===== config.mk =====
export PLATFORM = sky130hd
export DESIGN_NAME = vga_timing_gen
export DESIGN_NICKNAME = d
export VERILOG_FILES = /design/src/rtl/vga_timing_pkg.sv /design/src/rtl/vga_tick_div.sv /design/src/rtl/vga_timing_gen.sv
export SDC_FILE = /design/constraint.sdc
export NUM_CORES = 1
export LEC_CHECK = 0
export CORE_MARGIN = 3
export CORE_UTILIZATION = 56
export DETAILED_ROUTE_END_ITERATION = 8
export PLACE_DENSITY = 0.84
export SETUP_SLACK_MARGIN = 0.1
export SYNTH_ARGS = -nofsm -noshare
export SYNTH_HDL_FRONTEND = slang
export SYNTH_SLANG_ARGS = --single-unit

===== constraint.sdc =====
create_clock -name clk -period 3.9 [get_ports clk]
set_input_delay 1.17 -clock clk [delete_from_list [all_inputs] [get_ports clk]]
set_output_delay 1.17 -clock clk [all_outputs]
set_load 0.05 [all_outputs]

===== src/rtl/vga_timing_pkg.sv =====
// Default 640x480@60 timing constants and shared helpers for the VGA timing path.
// Coordinates are unsigned COORD_W-bit counts throughout.
package vga_timing_pkg;

   localparam int COORD_W = 10;

   localparam int DEF_H_DISPLAY = 640;
   localparam int DEF_H_FRONT   = 16;
   localparam int DEF_H_SYNC    = 96;
   localparam int DEF_H_BACK    = 48;

   localparam int DEF_V_DISPLAY = 480;
   localparam int DEF_V_FRONT   = 10;
   localparam int DEF_V_SYNC    = 2;
   localparam int DEF_V_BACK    = 33;

   localparam int DEF_TICK_DIV  = 4;

   localparam int DEF_H_TOTAL = DEF_H_DISPLAY + DEF_H_FRONT + DEF_H_SYNC + DEF_H_BACK;
   localparam int DEF_V_TOTAL = DEF_V_DISPLAY + DEF_V_FRONT + DEF_V_SYNC + DEF_V_BACK;

   // Inclusive window test on an unsigned coordinate.
   function automatic logic in_window(input logic [COORD_W-1:0] v, input int lo, input int hi);
      return (int'(v) >= lo) && (int'(v) <= hi);
   endfunction

endpackage


===== src/rtl/vga_tick_div.sv =====
// Pixel-enable divider: one-clk p_tick every TICK_DIV clks, high while the
// phase counter sits at TICK_DIV-1.
module vga_tick_div #(
   parameter int TICK_DIV = 4
) (
   input  logic clk,
   input  logic reset,
   output logic p_tick
);

   localparam int               CNT_W    = $clog2(TICK_DIV);
   localparam logic [CNT_W-1:0] CNT_LAST = CNT_W'(TICK_DIV - 1);

   logic [CNT_W-1:0] cnt;
   logic [CNT_W-1:0] cnt_next;

   always_comb begin
      cnt_next = (cnt == CNT_LAST) ? '0 : cnt + 1'b1;
   end

   // NOTE: state is updated with non-blocking assignments so every flop samples
   // pre-edge values, regardless of statement order.
   always_ff @(posedge clk or negedge reset) begin
      if (!reset) begin
         cnt    <= '0;
         p_tick <= 1'b0;
      end else begin
         cnt    <= cnt_next;
         p_tick <= (cnt_next == CNT_LAST);
      end
   end

endmodule


===== src/rtl/vga_timing_gen.sv =====
// 640x480@60 VGA timing generator: pixel/line counters, sync and blanking
// decode, and per-line / per-frame start pulses aligned with p_tick.
module vga_timing_gen
   import vga_timing_pkg::*;
#(
   parameter int H_DISPLAY = DEF_H_DISPLAY,
   parameter int H_FRONT   = DEF_H_FRONT,
   parameter int H_SYNC    = DEF_H_SYNC,
   parameter int H_BACK    = DEF_H_BACK,
   parameter int V_DISPLAY = DEF_V_DISPLAY,
   parameter int V_FRONT   = DEF_V_FRONT,
   parameter int V_SYNC    = DEF_V_SYNC,
   parameter int V_BACK    = DEF_V_BACK,
   parameter int TICK_DIV  = DEF_TICK_DIV
) (
   input  logic               clk,
   input  logic               reset,
   output logic               hsync,
   output logic               vsync,
   output logic               video_on,
   output logic               p_tick,
   output logic [COORD_W-1:0] x,
   output logic [COORD_W-1:0] y,
   output logic               line_start,
   output logic               frame_start
);

   localparam int H_TOTAL   = H_DISPLAY + H_FRONT + H_SYNC + H_BACK;
   localparam int V_TOTAL   = V_DISPLAY + V_FRONT + V_SYNC + V_BACK;
   localparam int H_SYNC_LO = H_DISPLAY + H_FRONT;
   localparam int H_SYNC_HI = H_SYNC_LO + H_SYNC - 1;
   localparam int V_SYNC_LO = V_DISPLAY + V_FRONT;
   localparam int V_SYNC_HI = V_SYNC_LO + V_SYNC - 1;

   localparam logic [COORD_W-1:0] H_LAST = COORD_W'(H_TOTAL - 1);
   localparam logic [COORD_W-1:0] V_LAST = COORD_W'(V_TOTAL - 1);

   if ((H_TOTAL > (1 << COORD_W)) || (V_TOTAL > (1 << COORD_W))) begin : g_bad_total
      $error("vga_timing_gen: H_TOTAL/V_TOTAL exceed the coordinate range");
   end
   if (TICK_DIV < 2) begin : g_bad_div
      $error("vga_timing_gen: TICK_DIV must be at least 2");
   end

   logic [COORD_W-1:0] x_next;
   logic [COORD_W-1:0] y_next;
   logic               h_end;
   logic               v_end;

   vga_tick_div #(
      .TICK_DIV (TICK_DIV)
   ) u_tick_div (
      .clk    (clk),
      .reset  (reset),
      .p_tick (p_tick)
   );

   // NOTE: every output of this block gets a default first, so no path through
   // the ifs can leave one unassigned and infer a latch.
   always_comb begin
      x_next = x;
      y_next = y;
      if (p_tick) begin
         if (x == H_LAST) begin
            x_next = '0;
            y_next = (y == V_LAST) ? '0 : y + 1'b1;
         end else begin
            x_next = x + 1'b1;
         end
      end
   end

   // Decodes are taken from the values being loaded so they land on the same
   // edge as x/y with no skew.
   always_ff @(posedge clk or negedge reset) begin
      if (!reset) begin
         x        <= '0;
         y        <= '0;
         hsync    <= 1'b1;
         vsync    <= 1'b1;
         video_on <= 1'b0;
         h_end    <= 1'b0;
         v_end    <= 1'b0;
      end else begin
         x        <= x_next;
         y        <= y_next;
         hsync    <= !in_window(x_next, H_SYNC_LO, H_SYNC_HI);
         vsync    <= !in_window(y_next, V_SYNC_LO, V_SYNC_HI);
         video_on <= in_window(x_next, 0, H_DISPLAY - 1) && in_window(y_next, 0, V_DISPLAY - 1);
         h_end    <= (x_next == H_LAST);
         v_end    <= (y_next == V_LAST);
      end
   end

   // Both operands are flops; the pulses sit in the p_tick clk that performs the wrap.
   assign line_start  = p_tick & h_end;
   assign frame_start = line_start & v_end;

endmodule

==> run metrics, run 1 <==
ys flop type dfrtp_1; initial antenna violation count 0; Synth Area in Adders 0.0395; Netlist cell types 48; Hold Crit Class flop to flop; P&R area growth vs syn 20.1%; delay-heaviest family, CP buffers and inverters; kind of critical path flop to output port; Port-buffer cells 27; die width slightly below 60 um; Skew-Pair Late Insertion Delay roughly 0.33 ns; Cell Area, Placed 1870 um2; maxcap violations 0; FP Rows 18; Synth Area in Simple Gates 0.303; Antenna Cells 0; largest area contributor in the netlist dfrtp_1; largest net degree at the start of global routing 29; Compound-Gate Fraction of Synth Area 0.0908; fin cells 219; CTS Buf Count 3; async set or reset register ratio after synthesis 1.00; DR DRC count 0; CP startpoint u_tick_div.p_tick$_DFF_PN0_; commonest non-fill, non-tap cell in the layout clkdlybuf4s50_1; Vias/cell 5.92; synth top area cells dfrtp_1, xnor2_1, nand2_1; worst slew pin tran roughly 0.59 ns; Reg2Reg Depth 7; Worst Setup Slack, final 0.806 ns; worst flop-to-flop path startpoint x[0]$_DFF_PN0_; Final Cycle Share 0.793; Yosys warnings 0; CP Launch Type flop; CP endpoint frame_start; final setup TNS 0 ns; RePlAce Congestion about 0.91; crit path buf inv count 1; Tmin final 3.09 ns; core area 2590 um2; data required time of the worst path between 2 and 3 ns; Post-Route WL 3250 um; post-synthesis cell area 1580 um2; mux contribution to synthesized area 0.00632; post-synthesis average cell area between 9 and 10 um2; WL/cell 14.8 um; number of H-tree levels 1; Mapped Nets between 150 and 200; sequential share of the synthesized area 0.444; GRT Overall Usage 0.203; post-CTS sizing 0; CP max FO 15; cell area after layout 1900 um2; Max Clock Skew 0.00826 ns; EDFF count, synth 0; largest family of logic cells by synthesized area simple AND/OR/NAND/NOR gates; Vias 1,296; die area 3500 um2; R2R setup slack 1.31 ns; drt first pass iters 4; CP Capture Type output port; post-synthesis register bit count 28; CTS tree yes; Fmax 0.323 GHz; Hold-fix buffers, CTS 0; Final setup viols 0; Synth Area in XOR/XNOR 0.0719; status finished, final reports clean; Design Power between 0.0004 and 0.0005 W; global-route wire length before repair between 5000 and 6000 um; Nets 197; Final Max Tran Viols 0; Slew Limit Headroom 0.606; GR Overflow Total 0; Synth top area share 0.411; vias in the first global route 1,193; initial core utilization 0.612; Post-CTS Repair Setup Buffers 0; crit path DAT between 1.5 and 2 ns; Initial DRC Count 43; HPWL Detailed 2450 um; RSZ-0062 raised after global routing false; Reg-to-Reg End video_on$_DFF_PN0_; Worst path max stage delay approximately 0.79 ns; clk sink count 28; commonest cells after routing, fill and taps aside clkdlybuf4s50_1, dfrtp_1, nand2_1; Post-Place Setup Slack around 1.2 ns; Placed Cells incl. Taps 215; die height slightly below 60 um; Post-Syn Instances 163; Power per Cell Area 231 nW/um2; CTS Root Cell clkbuf_4; num ports 28; final hold vios 0; share of layout cells above drive strength 1 0.0847; slowest CP cell clkdlybuf4s50_1; Worst path depth 2; cells along the critical path and3_1 -> clkdlybuf4s50_1; Peak VDD IR 0.000182 V; clock buffer depth 2; P_leak 0.783 nW; Worst-path clk slew 0.14 ns; Post-DRT Antenna Nets 0
-- cells in the mapped netlist, types with 2 or more instances --
cell type / instances
o21ai_0: 8
nor3_1: 3
xor2_1: 4
xnor2_1: 9
buf_2: 2
nor2b_1: 3
nor3b_1: 2
nand3_1: 8
nor2_1: 15
nand4_1: 8
dfrtp_1: 26
inv_1: 10
nand2_1: 18
and3_1: 3
nand2b_1: 2
dfstp_2: 2
ha_1: 5
clkbuf_1: 3
a21oi_1: 3
-- through the flow --
step | utilization | hold slack, ns
after detailed placement | 0.721 | 0.462
after CTS | 0.735 | 0.481
after floorplan | - | 0.428
after global routing | 0.735 | 0.491
after global placement | 0.721 | 0.439
final | 0.735 | 0.476
-- cell type report --
| type | count | area [um2] |
|---|---|---|
| fill | 197 | 687 |
| inverter | 10 | 37.5 |
| timing repair buffer | 28 | 278 |
| tap | 30 | 37.5 |
| sequential | 28 | 703 |
| clock buffer | 4 | 36.3 |
| multi-input combinational | 119 | 811 |
-- worst reg2reg max path, stage by stage, from the launching register on --
cell and delay [ns]:
dfrtp_1 0.47, ha_1 0.33, nand4bb_4 0.16, nor4_2 0.57, nand4_1 0.21, xor2_1 0.25
nor4b_2 0.09, a2111oi_0 0.39
-- worst min-delay path by stage --
| stage | startpoint | endpoint | slack (ns) | cells past startpoint |
|---|---|---|---|---|
| finish | u_tick_div.cnt[0]$_DFF_PN0_ | u_tick_div.cnt[0]$_DFF_PN0_ | 0.48 | 1 |
| global route | u_tick_div.cnt[0]$_DFF_PN0_ | u_tick_div.cnt[0]$_DFF_PN0_ | 0.49 | 1 |
| CTS | u_tick_div.cnt[0]$_DFF_PN0_ | u_tick_div.cnt[0]$_DFF_PN0_ | 0.48 | 1 |
| detailed placement | u_tick_div.cnt[0]$_DFF_PN0_ | u_tick_div.cnt[0]$_DFF_PN0_ | 0.46 | 1 |
| global placement | u_tick_div.cnt[0]$_DFF_PN0_ | u_tick_div.cnt[0]$_DFF_PN0_ | 0.44 | 1 |
| floorplan | u_tick_div.cnt[0]$_DFF_PN0_ | u_tick_div.cnt[0]$_DFF_PN0_ | 0.43 | 1 |
-- layer usage --
layer | wire length (um) | track usage
met1 | 1600 | 0.288
met2 | 1520 | 0.321
met4 | 32 | 0.0615
met3 | 93 | 0.0261
met5 | 0 | 0
-- cell families after synthesis --
kind of cell	Yosys count
muxes	1
adders and majority gates	5
DFF	28
buffers and inverters	16
and+or+nand+nor	78
xor gates and xnor gates	13
AOI/OAI and AO/OA	22
-- flip-flops by register name, indices dropped and copies added, names as in the netlist --
register and flops:
u_tick_div.cnt 2, u_tick_div.p_tick 1, hsync 1, video_on 1, vsync 1, v_end 1, h_end 1, y 10
x 10
-- power by group --
part           internal [W]  switching, W   total (W)
combinational    0.00000153    0.00000531  0.00000684
clock             0.0000572     0.0000847    0.000142
sequential         0.000291             0    0.000291
Note: power is estimated with default switching activity, not from simulation.
==> run 2, diff against run 1 <==
--- a/config.mk
+++ b/config.mk
@@ -6,9 +6,9 @@
 export NUM_CORES = 1
 export LEC_CHECK = 0
 export CORE_MARGIN = 3
-export CORE_UTILIZATION = 56
+export CORE_UTILIZATION = 52
 export DETAILED_ROUTE_END_ITERATION = 8
-export PLACE_DENSITY = 0.84
+export PLACE_DENSITY = 0.79
 export SETUP_SLACK_MARGIN = 0.1
 export SYNTH_ARGS = -nofsm -noshare
 export SYNTH_HDL_FRONTEND = slang
==> constraint.sdc (replaced) <==
create_clock -name clk -period 3 [get_ports clk]
set_input_delay 0.9 -clock clk [delete_from_list [all_inputs] [get_ports clk]]
set_output_delay 0.9 -clock clk [all_outputs]
set_load 0.05 [all_outputs]
==> run 2 against run 1 <==
  * Global-route usage up 0.87 points
  * Sequential power up 30%
  * Largest cell class unchanged
  * Die area up 6.9%
  * Cell count up 0.46%
  * Total power up 46%
  * Combinational power up 34%
  * Largest power group unchanged
==> run metrics, run 2 (synthesized netlist as in run 1, its figures left out) <==
number of H-tree levels 1 (unchanged); FILL cells 237 (+20%); clock buffer depth 2 (unchanged); Peak VDD IR 0.000238 V (+31%); commonest cells after routing, fill and taps aside clkdlybuf4s50_1, dfrtp_1, nand2_1; Final Max Tran Viols 0 (unchanged); Nets 197 (unchanged); GR Overflow Total 0 (unchanged); Worst Setup Slack, final 0.288 ns (-0.517 ns); DR DRC count 0 (unchanged); delay-heaviest family, CP buffers and inverters; largest registers x x10, y x10, u_tick_div.cnt x2; Post-Place Setup Slack 0.504 ns (-0.677 ns); Power per Cell Area 332 nW/um2 (+44%); Max Clock Skew 0.0111 ns (+0.00279 ns); Fmax around 0.37 GHz; CP Capture Type output port; Post-DRT Antenna Nets 0 (unchanged); die width 61.2 um (+3.4%); RePlAce Congestion 0.969 (+6.0%); initial core utilization 0.560 (-0.0517); Final setup viols 0 (unchanged); Antenna Cells 0 (unchanged); commonest non-fill, non-tap cell in the layout clkdlybuf4s50_1; CP max FO 15 (unchanged); initial antenna violation count 0 (unchanged); HPWL Detailed 2560 um (+4.4%); Worst-path clk slew 0.16 ns (+0.02 ns); Tmin final 2.71 ns; Post-Route WL 3500 um (+7.5%); num ports 28 (unchanged); status finished, final reports clean; FP Rows 19 (+1); CP Launch Type flop; RSZ-0062 raised after global routing false; Vias 1,303 (+0.54%); slowest CP cell clkdlybuf4s50_1; Hold Crit Class flop to flop; Initial DRC Count 67 (+56%); CTS tree yes; crit path buf inv count 1 (unchanged); CTS Root Cell clkbuf_4; P&R area growth vs syn 21.5%; Port-buffer cells 27 (unchanged); final hold vios 0 (unchanged); vias in the first global route 1,264 (+6.0%); data required time of the worst path 2.10 ns (-0.63 ns); die area 3740 um2 (+6.9%); global-route wire length before repair 5890 um (+7.8%); Worst path max stage delay 0.79 ns (about the same); Skew-Pair Late Insertion Delay 0.34 ns (about the same); die height 61.2 um (+3.4%); CTS Buf Count 3 (unchanged); cells along the critical path and2_1 -> clkdlybuf4s50_1; maxcap violations 0 (unchanged); kind of critical path flop to output port; final core utilization 0.680 (-0.0546); Vias/cell 5.92 (about the same); P_leak 0.807 nW (+3.1%); core area 2830 um2 (+9.2%); worst slew pin tran 0.597 ns (+0.0113 ns); clk sink count 28 (unchanged); Final Cycle Share 0.904; Hold-fix buffers, CTS 0 (unchanged); share of layout cells above drive strength 1 0.0899 (+0.00529); final setup TNS 0 ns (unchanged); crit path DAT 1.81 ns (-0.11 ns); GRT Overall Usage 0.212 (+0.00869); drt first pass iters 4 (unchanged); largest net degree at the start of global routing 29 (unchanged); Slew Limit Headroom 0.600 (-0.00646); WL/cell 15.9 um (+7.0%)
## run 2: worst reg2reg max path: stages, from the launching register on
cell       delay (ns)
dfrtp_1          0.50
ha_1             0.34
nand4bb_4        0.16
or4_4            0.61
nor2_1           0.14
xnor2_1          0.20
nor4b_2          0.10
a2111oi_0        0.38
## run 2: what timing repair did
action	4_1_cts	5_1_grt
endpoints found under the hold margin	0	0
endpoints found under the setup margin	0	2
setup buffers	0	0
resized for setup	0	2
## run 2: power breakdown
part / switching (W) / internal [W] / total (W)
Sequential: 0 / 0.000378 / 0.000378
Clock: 0.000117 / 0.000135 / 0.000252
Combinational: 0.00000715 / 0.00000199 / 0.00000914
## run 2: metrics by stage
step / hold WS (ns) / power, W / instances / area, um2
2_1_floorplan: 0.428 / 0.000385 / 163 / 1580
3_3_place_gp: 0.439 / 0.000394 / 216 / 1870
3_5_place_dp: 0.448 / 0.000394 / 216 / 1870
4_1_cts: 0.468 / 0.000645 / 220 / 1920
5_1_grt: 0.491 / 0.000661 / 220 / 1920
6_report: 0.463 / 0.000639 / 220 / 1920
## run 2: layer usage
metal  global-route usage  part of all wire
met1                0.272              0.44
met2                0.360              0.50
met3               0.0314             0.051
met4               0.0774             0.011
met5                    0                 0
## run 2: final timing paths
path / slack, ns / endpoint / from / depth (start not counted)
setup / recovery: 0.29 / line_start / u_tick_div.p_tick$_DFF_PN0_ / 2
hold / removal: 0.46 / u_tick_div.cnt[0]$_DFF_PN0_ / u_tick_div.cnt[0]$_DFF_PN0_ / 1
setup reg to reg: 0.47 / video_on$_DFF_PN0_ / x[0]$_DFF_PN0_ / 7
hold reg to reg: 0.46 / u_tick_div.cnt[0]$_DFF_PN0_ / u_tick_div.cnt[0]$_DFF_PN0_ / 1
max in group asynchronous: 1.78 / vsync$_DFF_PN1_ / reset / 2
min in group asynchronous: 0.91 / y[9]$_DFF_PN0_ / reset / 2
## run 2: cell type report
type | count | area (um2) | area share
clock inverter | 1 | 30.0 | 0.0156
tap | 31 | 38.8 | 0.0202
inverter | 10 | 37.5 | 0.0195
clock buffer | 3 | 22.5 | 0.0117
sequential | 28 | 704 | 0.366
timing repair buffer | 28 | 280 | 0.146
multi-input combinational | 119 | 811 | 0.421
==> run 3, diff against run 2 <==
--- a/config.mk
+++ b/config.mk
@@ -12,4 +12,5 @@
 export SETUP_SLACK_MARGIN = 0.1
 export SYNTH_ARGS = -nofsm -noshare
 export SYNTH_HDL_FRONTEND = slang
+export SYNTH_HIERARCHICAL = 1
 export SYNTH_SLANG_ARGS = --single-unit
==> run 3 against run 2 <==
  * Clock power fell by 4%
  * Clock skew is 0.0049 ns lower
  * Routed wire length shrank 2.3%
  * Hold slack is essentially flat
  * Flip-flop and latch count unchanged
  * Sequential share of layout area is 0.32 points higher
  * Synthesized cell count decreased by 3.7%
==> run metrics, run 3 <==
core area 2810 um2 (-0.84%); status finished, final reports clean; Power per Cell Area 330 nW/um2 (-0.67%); FILL cells 239 (+0.84%); data required time of the worst path 2.10 ns (about the same); die height 60.8 um (-0.68%); Fmax 0.357 GHz (-3.3%); RSZ-0062 raised after global routing false; cells along the critical path and3_1 -> clkdlybuf4s50_1; async set or reset register ratio after synthesis 1.00 (unchanged); Synth top area share 0.417 (+0.00626); commonest non-fill, non-tap cell in the layout clkdlybuf4s50_1; vias in the first global route 1,347 (+6.6%); sequential share of the synthesized area 0.451 (+0.00676); Slew Limit Headroom 0.511 (-0.0888); kind of critical path flop to output port; clock buffer depth 2 (unchanged); R2R setup slack 0.62 ns (+0.15 ns); post-CTS sizing 0 (unchanged); Worst-path clk slew 0.15 ns (about the same); Post-Syn Instances 157 (-3.7%); final setup TNS 0 ns (unchanged); GRT Overall Usage 0.210 (-0.00208); initial antenna violation count 0 (unchanged); Post-CTS Repair Setup Buffers 0 (unchanged); Initial DRC Count 67 (unchanged); WL/cell 16.0 um (+0.39%); Port-buffer cells 27 (unchanged); CP Launch Type flop; number of H-tree levels 1 (unchanged); P&R area growth vs syn 22.1%; CP Capture Type output port; maxcap violations 0 (unchanged); CP endpoint frame_start; Hold Startpoint u_tick_div/cnt[0]$_DFF_PN0_; largest area contributor in the netlist dfrtp_1; Post-Route WL 3410 um (-2.3%); Final setup viols 0 (unchanged); leading cell type by number of instances after synthesis dfrtp_1; num ports 28 (unchanged); die area 3690 um2 (-1.4%); Worst path max stage delay 0.79 ns (about the same); Vias 1,335 (+2.5%); CTS Root Cell clkbuf_4; Hold Crit Class flop to flop; CP max FO 12 (-3); Antenna Cells 0 (unchanged); Vias/cell 6.24 (+5.3%); RePlAce Congestion 0.874 (-9.9%); Reg-to-Reg End video_on$_DFF_PN0_; worst flop-to-flop path startpoint u_tick_div/p_tick$_DFF_PN0_; hold path depth 1 (unchanged); CP startpoint u_tick_div/p_tick$_DFF_PN0_; share of layout cells above drive strength 1 0.0984 (+0.00841); FP Rows 19 (unchanged); Nets 191 (-3.0%); crit path DAT 1.90 ns (+0.09 ns); post-synthesis register bit count 28 (unchanged); CTS Buf Count 3 (unchanged); drt first pass iters 4 (unchanged); final hold vios 0 (unchanged); Post-DRT Antenna Nets 0 (unchanged); P_leak 0.822 nW (+1.9%); Mapped Nets 164 (-3.5%); initial core utilization 0.556 (-0.00373); Peak VDD IR 0.000280 V (+17%); Placed Cells incl. Taps 210 (-2.8%); largest registers x x10, y x10, u_tick_div/cnt x2; Max Clock Skew 0.00611 ns (-0.00494 ns); die width 60.8 um (-0.68%); ys flop type dfrtp_1; post-synthesis cell area 1560 um2 (-1.5%); post-synthesis average cell area 9.94 um2 (+2.3%); Post-synth top cells dfrtp_1, nor2_1, nand4_1, inv_1, nand2_1; Reg2Reg Depth 6 (-1); GR Overflow Total 0 (unchanged); Final Cycle Share 0.934 (+0.0304); EDFF count, synth 0 (unchanged); DR DRC count 0 (unchanged); synth top area cells dfrtp_1, xor2_1, nand4_1; Yosys warnings 6 (+6); worst slew pin tran 0.727 ns (+0.130 ns); Hold-fix buffers, CTS 0 (unchanged); Netlist cell types 46 (-4.2%); clk sink count 28 (unchanged); Design Power 0.000628 W (-1.7%); fin cells 214 (-2.7%); global-route wire length before repair 6000 um (+1.9%); slowest CP cell clkdlybuf4s50_1; Final Max Tran Viols 0 (unchanged); HPWL Detailed 2540 um (-0.67%); CTS tree yes; Skew-Pair Late Insertion Delay 0.32 ns (-0.02 ns); Tmin final 2.80 ns (+0.0913 ns); largest net degree at the start of global routing 29 (unchanged); commonest cells after routing, fill and taps aside clkdlybuf4s50_1, dfrtp_1, nor2_1
[run 3: cell families (layout without fill, tap and decap cells)]
group | after synthesis | in the layout | synth area share
AND/OR/NAND/NOR | 69 | 69 | 0.272
flip-flops | 28 | 28 | 0.451
AO/OA/AOI/OAI | 25 | 25 | 0.105
buffers and inverters | 17 | 43 | 0.0449
XOR/XNOR | 11 | 11 | 0.0666
adder cells (fa/ha/maj) | 5 | 5 | 0.0401
multiplexers | 2 | 2 | 0.0208
[run 3: worst min-delay path by stage]
| stage | end |
|---|---|
| 3_3_place_gp | u_tick_div/cnt[0]$_DFF_PN0_ |
| 6_report | u_tick_div/cnt[0]$_DFF_PN0_ |
| 3_5_place_dp | u_tick_div/cnt[0]$_DFF_PN0_ |
| 5_1_grt | u_tick_div/cnt[0]$_DFF_PN0_ |
| 4_1_cts | u_tick_div/cnt[0]$_DFF_PN0_ |
| 2_1_floorplan | u_tick_div/cnt[0]$_DFF_PN0_ |
[run 3: stage by stage]
step | instance area [um2] | utilization | setup WS [ns] | hold slack, ns
6_report | 1900 | 0.679 | 0.197 | 0.462
5_1_grt | 1900 | 0.679 | 0.104 | 0.506
4_1_cts | 1900 | 0.679 | 0.170 | 0.468
3_5_place_dp | 1850 | 0.660 | 0.550 | 0.445
3_3_place_gp | 1850 | 0.660 | 0.590 | 0.434
2_1_floorplan | 1560 | - | 0.641 | 0.422
[run 3: routing by layer]
metal / wire (um) / share of wire / vias up / track usage
met5: 0 / 0 / - / 0
met2: 1740 / 0.51 / 53 / 0.357
li1: - / - / 624 / -
met4: 39 / 0.011 / 0 / 0.0743
met3: 173 / 0.051 / 6 / 0.0319
met1: 1460 / 0.43 / 652 / 0.270
[run 3: cell type report]
class	count	area [um2]	share of cell area
flip-flops and latches	28	703	0.369
well taps	31	38.8	0.0204
inverters	10	37.5	0.0197
repair buffers	29	285	0.150
multi-input cells	112	787	0.413
clock inverters	1	30.0	0.0158
clock buffers	3	22.5	0.0118
[run 3: power by group]
group	total [W]	internal, W	switching [W]
clock network	0.000242	0.000135	0.000107
logic	0.00000905	0.00000199	0.00000706
registers	0.000378	0.000378	0
[run 3: critical path, delay by kind of cell, from the launching register on]
kind	cells	cell delay, ns
and+or+nand+nor	1	0.21
buffers and inverters	1	0.79
DFF	1	0.58
